### config.mk
export PLATFORM = sky130hd
export DESIGN_NAME = sgdma_rd_engine
export DESIGN_NICKNAME = d
export VERILOG_FILES = /design/src/rtl/sgdma_rd_engine.sv
export SDC_FILE = /design/constraint.sdc
export NUM_CORES = 1
export LEC_CHECK = 0
export ABC_AREA = 0
export CORE_MARGIN = 1.5
export CORE_UTILIZATION = 30
export CTS_CLUSTER_SIZE = 10
export DETAILED_ROUTE_END_ITERATION = 12
export PLACE_DENSITY = 0.64
export SYNTH_ARGS = -nofsm -noshare
export SYNTH_HDL_FRONTEND = slang
export SYNTH_SLANG_ARGS = --single-unit
### constraint.sdc
create_clock -name clk -period 14.9 [get_ports clk]
set_clock_uncertainty 0.2 [all_clocks]
set_input_delay 2.235 -clock clk [delete_from_list [all_inputs] [get_ports clk]]
set_output_delay 2.235 -clock clk [all_outputs]
set_load 0.02 [all_outputs]
### src/rtl/sgdma_rd_engine.sv
// sgdma_rd_engine
//   Read engine of the scatter-gather DMA channel. A single descriptor
//   command (source address + byte count) is cut into AXI INCR read bursts.
//   Burst length is bounded by the remaining beats and MAX_BEATS. When the
//   macro SGDMA_RD_4K_SPLIT_EN is defined, bursts also never cross a 4 KB
//   boundary. FIFO space is reserved per burst before the AR is issued, so
//   returned beats are written to the channel FIFO unconditionally.
//
// Ports
//   clk, rst_n           clock, synchronous active-low reset
//   start_i, cmd_i       command strobe; cmd = {src addr[31:0], bytes[15:0]}
//   done_o, err_o        engine idle, sticky read error
//   ar*_o / arready_i    AXI read address channel
//   r*_i / rready_o      AXI read data channel
//   fifo_free_i          free entries in the downstream FIFO
//   fifo_wren_o/wdata_o  FIFO write port (combinational with the R handshake)
//
// Handshakes: a transfer happens on a rising clk edge where valid and ready
// are both high. Once arvalid_o is high, arvalid_o/araddr_o/arlen_o stay
// stable until arready_i is seen.
module sgdma_rd_engine #(
   parameter int DATA_W     = 32,
   parameter int MAX_BEATS  = 16,
   parameter int FIFO_DEPTH = 64,
   parameter int MAX_OUTST  = 2
) (
   input  logic                          clk,
   input  logic                          rst_n,
   input  logic                          start_i,
   input  logic [47:0]                   cmd_i,
   output logic                          done_o,
   output logic                          err_o,
   output logic [31:0]                   araddr_o,
   output logic [3:0]                    arlen_o,
   output logic [2:0]                    arsize_o,
   output logic [1:0]                    arburst_o,
   output logic                          arvalid_o,
   input  logic                          arready_i,
   input  logic [DATA_W-1:0]             rdata_i,
   input  logic [1:0]                    rresp_i,
   input  logic                          rlast_i,
   input  logic                          rvalid_i,
   output logic                          rready_o,
   input  logic [$clog2(FIFO_DEPTH):0]   fifo_free_i,
   output logic                          fifo_wren_o,
   output logic [DATA_W-1:0]             fifo_wdata_o
);

   localparam int BPB = DATA_W / 8;
   localparam int SZ  = $clog2(BPB);

   typedef enum logic [1:0] {
      S_IDLE  = 2'd0,
      S_ADDR  = 2'd1,
      S_DRAIN = 2'd2
   } state_e;

   state_e      state_q, state_d;
   logic [31:0] addr_q, addr_d;     // address of the next burst
   logic [15:0] beats_q, beats_d;   // beats not yet requested
   logic [15:0] pend_q, pend_d;     // beats requested but not yet written
   logic [2:0]  outst_q, outst_d;   // bursts requested, rlast not yet seen
   logic        err_q, err_d;
   logic        hold_q, hold_d;     // AR presented but not yet accepted

   logic [15:0] len_base;
   logic [15:0] len;
   logic        can_issue;
   logic        ar_hs;
   logic        r_hs;
   logic        rlast_hs;

`ifdef SGDMA_RD_4K_SPLIT_EN
   logic [12:0] room;               // beats left before the next 4 KB line
`endif

   // Length of the burst at addr_q.
   always_comb begin
      len_base = (beats_q > 16'(MAX_BEATS)) ? 16'(MAX_BEATS) : beats_q;
`ifdef SGDMA_RD_4K_SPLIT_EN
      room = (13'h1000 - {1'b0, addr_q[11:0]}) >> SZ;
      len  = (16'(room) < len_base) ? 16'(room) : len_base;
`else
      len  = len_base;
`endif
   end

   // Issue rule: room for every beat already in flight plus this burst.
   // A pending AR (hold_q) is never retracted, even after an error.
   assign can_issue = (state_q == S_ADDR) && !err_q &&
                      (outst_q < 3'(MAX_OUTST)) &&
                      (17'(fifo_free_i) >= (17'(pend_q) + 17'(len)));

   assign arvalid_o    = (state_q == S_ADDR) && (hold_q || can_issue);
   assign araddr_o     = addr_q;
   assign arlen_o      = (state_q == S_ADDR) ? 4'(len - 16'd1) : 4'd0;
   assign arsize_o     = 3'(SZ);
   assign arburst_o    = 2'b01;
   assign rready_o     = (outst_q != 3'd0);
   assign fifo_wren_o  = r_hs;
   assign fifo_wdata_o = rdata_i;
   assign done_o       = (state_q == S_IDLE);
   assign err_o        = err_q;

   assign ar_hs    = arvalid_o & arready_i;
   assign r_hs     = rvalid_i & rready_o;
   assign rlast_hs = r_hs & rlast_i;

   always_comb begin
      state_d = state_q;
      addr_d  = addr_q;
      beats_d = beats_q;
      err_d   = err_q;
      hold_d  = arvalid_o & ~arready_i;
      pend_d  = pend_q + (ar_hs ? len : 16'd0) - {15'd0, r_hs};
      outst_d = outst_q + {2'd0, ar_hs} - {2'd0, rlast_hs};

      if (r_hs && (rresp_i != 2'b00)) begin
         err_d = 1'b1;
      end

      case (state_q)
         S_IDLE: begin
            if (start_i) begin
               addr_d  = cmd_i[47:16];
               beats_d = 16'(cmd_i[15:0] >> SZ);
               err_d   = 1'b0;
               state_d = (beats_d == 16'd0) ? S_DRAIN : S_ADDR;
            end
         end
         S_ADDR: begin
            if (ar_hs) begin
               addr_d  = addr_q + (32'(len) << SZ);
               beats_d = beats_q - len;
               if ((beats_d == 16'd0) || err_q) begin
                  state_d = S_DRAIN;
               end
            end else if (err_q && !hold_q) begin
               state_d = S_DRAIN;
            end
         end
         S_DRAIN: begin
            // Use the next-state count so done_o rises right after the final rlast.
            if (outst_d == 3'd0) begin
               state_d = S_IDLE;
            end
         end
         default: state_d = S_IDLE;
      endcase
   end

   always_ff @(posedge clk) begin
      if (!rst_n) begin
         state_q <= S_IDLE;
         addr_q  <= 32'd0;
         beats_q <= 16'd0;
         pend_q  <= 16'd0;
         outst_q <= 3'd0;
         err_q   <= 1'b0;
         hold_q  <= 1'b0;
      end else begin
         state_q <= state_d;
         addr_q  <= addr_d;
         beats_q <= beats_d;
         pend_q  <= pend_d;
         outst_q <= outst_d;
         err_q   <= err_d;
         hold_q  <= hold_d;
      end
   end

endmodule

==> results of run 1 <==
## metal layers
metal,vias up,routed length (um),GRT usage [%]
met4,0,260,4.81
li1,3309,-,-
met1,3042,8630,20.4
met5,-,0,0
met3,14,1360,4.45
met2,166,8360,25.6
## per-stage QoR
stage	total power, mW	instance area, sq um
6_report	1.06	8170
2_1_floorplan	0.706	6950
3_5_place_dp	0.826	7870
5_1_grt	1.15	8170
4_1_cts	1.06	8170
3_3_place_gp	0.819	7870
## cells in the final DEF (no fill, tap or decap), types with 5 or more instances in the layout
cell	count
sky130_fd_sc_hd__o21a_1	5
sky130_fd_sc_hd__nand2_1	96
sky130_fd_sc_hd__nand4_1	8
sky130_fd_sc_hd__nor2_1	70
sky130_fd_sc_hd__a21o_1	22
sky130_fd_sc_hd__mux2i_1	9
sky130_fd_sc_hd__or3_1	9
sky130_fd_sc_hd__and3_1	11
sky130_fd_sc_hd__clkdlybuf4s50_1	101
sky130_fd_sc_hd__and2_1	9
sky130_fd_sc_hd__xnor2_1	23
sky130_fd_sc_hd__nor2b_1	5
sky130_fd_sc_hd__clkbuf_16	9
sky130_fd_sc_hd__dfxtp_1	71
sky130_fd_sc_hd__nand2b_1	8
sky130_fd_sc_hd__nand3_1	23
sky130_fd_sc_hd__o22ai_1	6
sky130_fd_sc_hd__a211oi_1	14
sky130_fd_sc_hd__nor4_1	8
sky130_fd_sc_hd__xor2_1	11
sky130_fd_sc_hd__conb_1	38
sky130_fd_sc_hd__o32ai_1	7
sky130_fd_sc_hd__a31o_2	8
sky130_fd_sc_hd__a21oi_1	58
sky130_fd_sc_hd__a21boi_1	7
sky130_fd_sc_hd__inv_1	72
sky130_fd_sc_hd__a21boi_0	5
sky130_fd_sc_hd__nand3b_1	6
sky130_fd_sc_hd__a311oi_1	5
sky130_fd_sc_hd__nor3_1	19
sky130_fd_sc_hd__a31oi_1	10
sky130_fd_sc_hd__o31ai_1	13
sky130_fd_sc_hd__ha_1	70
sky130_fd_sc_hd__o41ai_1	5
sky130_fd_sc_hd__o21ai_0	48
## kinds of logic (layout without fill, tap and decap cells)
family | Yosys count | count (layout) | share of synthesized area, %
and+or+nand+nor | 296 | 296 | 21.2
AOI/OAI and AO/OA | 257 | 257 | 26.4
buffers and inverters | 155 | 193 | 11.1
adders and majority gates | 77 | 77 | 14.5
DFF | 71 | 71 | 20.9
xor gates and xnor gates | 34 | 34 | 4.37
muxes | 10 | 10 | 1.49
other | 2 | 38 | 0.110
## power by group
group / leakage (nW) / switching (mW) / internal [mW] / total (mW)
logic: 2.66 / 0.336 / 0.250 / 0.586
registers: 0.583 / 0.0286 / 0.221 / 0.249
clock network: 0.145 / 0.0858 / 0.138 / 0.223
## critical path, delay by kind of cell, from the launching register on
| family | cells | cell delay (ns) |
|---|---|---|
| compound gates | 19 | 4.25 |
| simple gates | 8 | 2.38 |
| fa+ha+maj | 5 | 1.52 |
| flops | 1 | 0.34 |
| buf+inv | 3 | 0.27 |
| xor+xnor | 1 | 0.15 |
## registers in the layout, summed over array words and instances, names as in the netlist
signal / flops
araddr_o: 32
beats_q: 16
err_o: 1
hold_q: 1
outst_q: 3
pend_q: 16
state_q: 2
## path summary, 6_finish.rpt
path | startpoint | cells past startpoint | to | slack [ns]
worst min register to register | araddr_o[0] | 2 | araddr_o[0] | 0.26
worst max register to register | beats_q[15] | 36 | pend_q[15] | 5.67
worst max-delay path | beats_q[15] | 36 | pend_q[15] | 5.67
worst min-delay path | araddr_o[0] | 2 | araddr_o[0] | 0.26
## final cells by class
cell class | instances | area share [%]
Clock inverter | 3 | 0.521
Sequential cell | 71 | 17.4
Inverter | 73 | 3.35
Timing Repair Buffer | 105 | 12.7
Multi-Input combinational cell | 712 | 58.5
Clock buffer | 12 | 3.14
Tap cell | 280 | 4.29
==> results.toml, run 1 <==
[sta]
layout_setup_ws_ns = 5.67
fmaxAchievable_mhz = 108
maxSlewHeadroom_pct = 27.4
setup_tns_ns = 0
grt_setup_unrepaired = "no"
final_cycle_utilization_of_the_critical_path_pct = 61.9
fin_worst_hold_slack_ns = 0.260
timing_worst_slew_pin_value_ns = 1.09
timing.final.crit_period_ns = 9.23
hold_violations = 0
setup_viol = 0
finalMaxSlewViolations = 0

[clock_tree]
cts_sinks = 71
hold_buffers = 0
root_buffer = "sky130_fd_sc_hd__clkbuf_16"
worst_setup_hold_path_clk_slew_ns = 0.06
ctsLongestPathBuffers = 2
cts_inserted_buffers = 9
tritoncts = "built"
cts_resized = 0
post-cts-setup-buffer-count = 0
cts_htree_levels = 3
insertion_delay_ns = 0.34

[global_routing]
grt_pass1_wl_um = 30600
vias_in_the_first_global_route = 6141
grt_usage_pct = 15.8
maximum_number_of_pins_on_one_net_before_global_route_repair = 79
antenna_found_initial = 0
global_route.overflow_total = 0

[layout]
layout.core_utilization_pct = 37.1
final.fill_count = 2350
area_added_between_synthesis_and_finish_pct = 19.9
multiInputGateArea_sq_um = 4780
drive_gt1_share_pct = 4.71
final_nets = 1141
final_antenna_diode_count = 0
seq_area_sq_um = 1420
layoutNonFillerInstCount = 1256

[worst_setup_path]
critPathMaxFanout = 7
crit_path_start_kind = "flip-flop"
critical_path_arrival_ns = 9.26
worst_ep_required_time_ns = 14.93
worst_path_max_delay_cell = "sky130_fd_sc_hd__nor4_1"
worstSetupEndpointType = "flip-flop"
criticalPathCategory = "reg2reg"
worst_path_largest_cell_delay_ns = 0.71

[drt]
drcViolationCount = 0
route.detailed.vias_per_inst = 5.20
route.vias.total = 6531
drt-initial-drc-count = 386
drtPass1Iterations = 5
routed_wirelength_um = 18600
routedWlPerCell_um = 14.8
antenna_violating_nets_post_route = 0

[logic_synthesis]
synth_area_leaders = "sky130_fd_sc_hd__dfxtp_1 21%, sky130_fd_sc_hd__ha_1 13%, sky130_fd_sc_hd__nand2_1 5.3%, sky130_fd_sc_hd__buf_4 4.5%, sky130_fd_sc_hd__a21oi_1 4.3%"
yosysTopAreaCellShare_pct = 20.9
library_cell_with_the_highest_instance_count_after_synthesis = "sky130_fd_sc_hd__nand2_1"
netlist.top_cell.by_area = "sky130_fd_sc_hd__dfxtp_1"
synthTopCellsByCount = "96 x sky130_fd_sc_hd__nand2_1, 72 x sky130_fd_sc_hd__inv_1, 71 x sky130_fd_sc_hd__dfxtp_1"
synthFlopType = "sky130_fd_sc_hd__dfxtp_1"
synth.lib_cells_used.distinct = 77
synth_edf_count = 0
syn_avg_cell_area_sq_um = 7.55
synth_warnings = 0
synth-async-reset-ratio_pct = 0
post_synth_inst_count = 902
postSynthRegisterBits = 71
synth.cell_area_sq_um = 6810
seq_area_frac_synth_pct = 20.9

[pwr]
power_density_nw_per_um2 = 130
vdd_drop_max_mv = 0.0612
power.static_leakage_nw = 3.39

[floorplan]
fp.coreArea_sq_um = 22000
floorplan.die.height_um = 154
dieWidth_um = 154
ioPinCount = 173
initial_standard_cell_utilization_of_the_core_pct = 30.9
row_count = 54
die_area_sq_um = 23600

[placed_design]
port_buffers = 101
detailed_place_hpwl_um = 13700
placed_cells_incl_taps = 1241
gp_congestion = 0.837
dpl_worst_slack_ns = 5.74

[hold_path]
hp-class = "reg2reg"

[outcome]
result_of_the_run = "complete, no violations"

[flow_run]
drv_cap = 0
Note: power is estimated with default switching activity, not from simulation.
==> inputs of run 2 (changes only) <==
--- a/config.mk
+++ b/config.mk
@@ -10,7 +10,7 @@
 export CORE_UTILIZATION = 30
 export CTS_CLUSTER_SIZE = 10
 export DETAILED_ROUTE_END_ITERATION = 12
-export PLACE_DENSITY = 0.64
+export PLACE_DENSITY = 0.66
 export SYNTH_ARGS = -nofsm -noshare
 export SYNTH_HDL_FRONTEND = slang
 export SYNTH_SLANG_ARGS = --single-unit
==> constraint.sdc (replaced) <==
create_clock -name clk -period 8.23 [get_ports clk]
set_clock_uncertainty 0.2 [all_clocks]
set_input_delay 1.2345 -clock clk [delete_from_list [all_inputs] [get_ports clk]]
set_output_delay 1.2345 -clock clk [all_outputs]
set_load 0.02 [all_outputs]
==> results.toml, run 2 (synthesized netlist as in run 1, its figures left out) <==
[outcome]
result_of_the_run = "complete, no violations"

[drt]
antenna_violating_nets_post_route = 0
routed_wirelength_um = 18800
route.detailed.vias_per_inst = 5.16
route.vias.total = 6555
drt-initial-drc-count = 437
drcViolationCount = 0
routedWlPerCell_um = 14.8
drtPass1Iterations = 5

[layout]
seq_area_sq_um = 1420
final_nets = 1156
final.fill_count = 2294
largest_register_ff_count = 32
mostFrequentLayoutCells = "101 x sky130_fd_sc_hd__clkdlybuf4s50_1, 96 x sky130_fd_sc_hd__nand2_1, 72 x sky130_fd_sc_hd__inv_1, 71 x sky130_fd_sc_hd__dfxtp_1"
layout_commonest_cell = "sky130_fd_sc_hd__clkdlybuf4s50_1"
final_antenna_diode_count = 0
multiInputGateArea_sq_um = 4840
drive_gt1_share_pct = 7.27
final_cell_area_sq_um = 8390
area_added_between_synthesis_and_finish_pct = 23.1

[clock_tree]
cts_sinks = 71
tritoncts = "built"
insertion_delay_ns = 0.34
ctsLongestPathBuffers = 2
worst_setup_hold_path_clk_slew_ns = 0.06
cts_htree_levels = 3
root_buffer = "sky130_fd_sc_hd__clkbuf_16"
cts_inserted_buffers = 9

[worst_setup_path]
critPathMaxFanout = 4
r2r_setup_slack_ns = 0.45
crit_top_cell = "sky130_fd_sc_hd__ha_1"
critical_path_arrival_ns = 7.81
worst_r2r_path_depth = 36
worst_ep_required_time_ns = 8.26
worst_path_max_delay_cell = "sky130_fd_sc_hd__fa_1"
critPathLaunch = "beats_q[15]"
criticalPathCategory = "reg2reg"
crit_path_start_kind = "flip-flop"
critical_path.reg2reg.endpoint = "pend_q[15]"
worstSetupEndpointType = "flip-flop"
worst_path_largest_cell_delay_ns = 0.42
regToRegStartpoint = "beats_q[15]"

[pwr]
switching_share_pct = 42.2
p_int_mw = 1.15
vdd_drop_max_mv = 0.108
power.static_leakage_nw = 3.49
combPwrFrac_pct = 56.4
sequential_share_of_power_pct = 22.5
power.clock.fraction_pct = 21.1
power_density_nw_per_um2 = 238
p_sw_mw = 0.841

[placed_design]
dpl_worst_slack_ns = 0.191
port_buffers = 101
detailed_place_hpwl_um = 14000
post_dp_cell_area_sq_um = 7990
gp_congestion = 0.862

[global_routing]
vias_in_the_first_global_route = 6067
grt_usage_pct = 15.6
global_route.overflow_total = 0
maximum_number_of_pins_on_one_net_before_global_route_repair = 76
grt_pass1_wl_um = 30200
antenna_found_initial = 0

[sta]
setup_viol = 0
finalMaxSlewViolations = 0
fmaxAchievable_mhz = 128
fin_worst_hold_slack_ns = 0.257
hold_violations = 0
maxSlewHeadroom_pct = 36.8
timing.final.crit_period_ns = 7.78
final_cycle_utilization_of_the_critical_path_pct = 94.6
setup_tns_ns = 0
timing_worst_slew_pin_value_ns = 0.948
layout_setup_ws_ns = 0.447

[floorplan]
ioPinCount = 173
die_area_sq_um = 23600
row_count = 54
fp.coreArea_sq_um = 22000
initial_standard_cell_utilization_of_the_core_pct = 30.9
dieWidth_um = 154
floorplan.die.height_um = 154

[flow_run]
drv_cap = 0

[hold_path]
hp-class = "reg2reg"
hold_path.startpoint = "araddr_o[1]"
hold-path-endpoint = "araddr_o[1]"
hold-path-cell-count = 2
run 2: changes by cell type in the layout (fill, tap and decap cells not counted), sizes merged:
cell and change:
buf +15, clkbuf +1, clkinv -1
run 2: routing by layer:
metal  share of wire, %  wire length [um]  track usage [%]  vias to the layer above
met5                  0                 0                0                        -
met4                1.2               233             4.62                        0
met3                7.0              1310             3.83                       16
met2                 45              8460             25.1                      182
met1                 47              8810             20.6                     3021
li1                   -                 -                -                     3336
run 2: cell type report:
type | count | share of cell area, %
sequential | 71 | 17.0
tap | 280 | 4.18
clock inverter | 2 | 0.448
multi-input combinational | 712 | 57.8
clock buffer | 13 | 3.34
timing repair buffer | 120 | 14.1
inverter | 73 | 3.27
run 2: how the worst max path moves through the flow:
stage                             to  slack, ns  cells after the start
after floorplan           pend_q[15]       0.64                     37
after global placement    pend_q[15]       0.27                     36
after detailed placement  pend_q[15]       0.19                     36
after CTS                 pend_q[15]       0.11                     36
after global routing      pend_q[15]      -0.01                     36
final                     pend_q[15]       0.45                     36
run 2: power by group through the flow:
stage | Combinational, mW | Clock [mW] | Sequential [mW]
after global placement | 1.05 | 0 | 0.456
after global routing | 1.26 | 0.446 | 0.459
after detailed placement | 1.06 | 0 | 0.456
after floorplan | 0.819 | 0 | 0.460
final | 1.12 | 0.421 | 0.450
after CTS | 1.07 | 0.431 | 0.449
run 2: what timing repair did:
action | CTS | global route
hold buffers | 0 | 0
endpoints found under the setup margin | 0 | 6
setup buffers | 0 | 2
resized for setup | 0 | 18
hold endpoints to repair | 0 | 0
run 2: worst max-delay path: cells and delay by family, from the launching register on:
| kind | cells | cell delay, ns |
|---|---|---|
| xor+xnor | 1 | 0.15 |
| flops | 1 | 0.34 |
| compound gates | 19 | 3.65 |
| buf+inv | 3 | 0.24 |
| fa+ha+maj | 5 | 1.50 |
| simple gates | 8 | 1.60 |
run 2: per-stage QoR:
stage / total power, mW / util (%) / instances
floorplan: 1.28 / - / 938
global placement: 1.50 / 36.3 / 1254
detailed placement: 1.52 / 36.3 / 1254
CTS: 1.95 / 37.7 / 1269
global route: 2.16 / 38.1 / 1271
finish: 2.00 / 38.1 / 1271
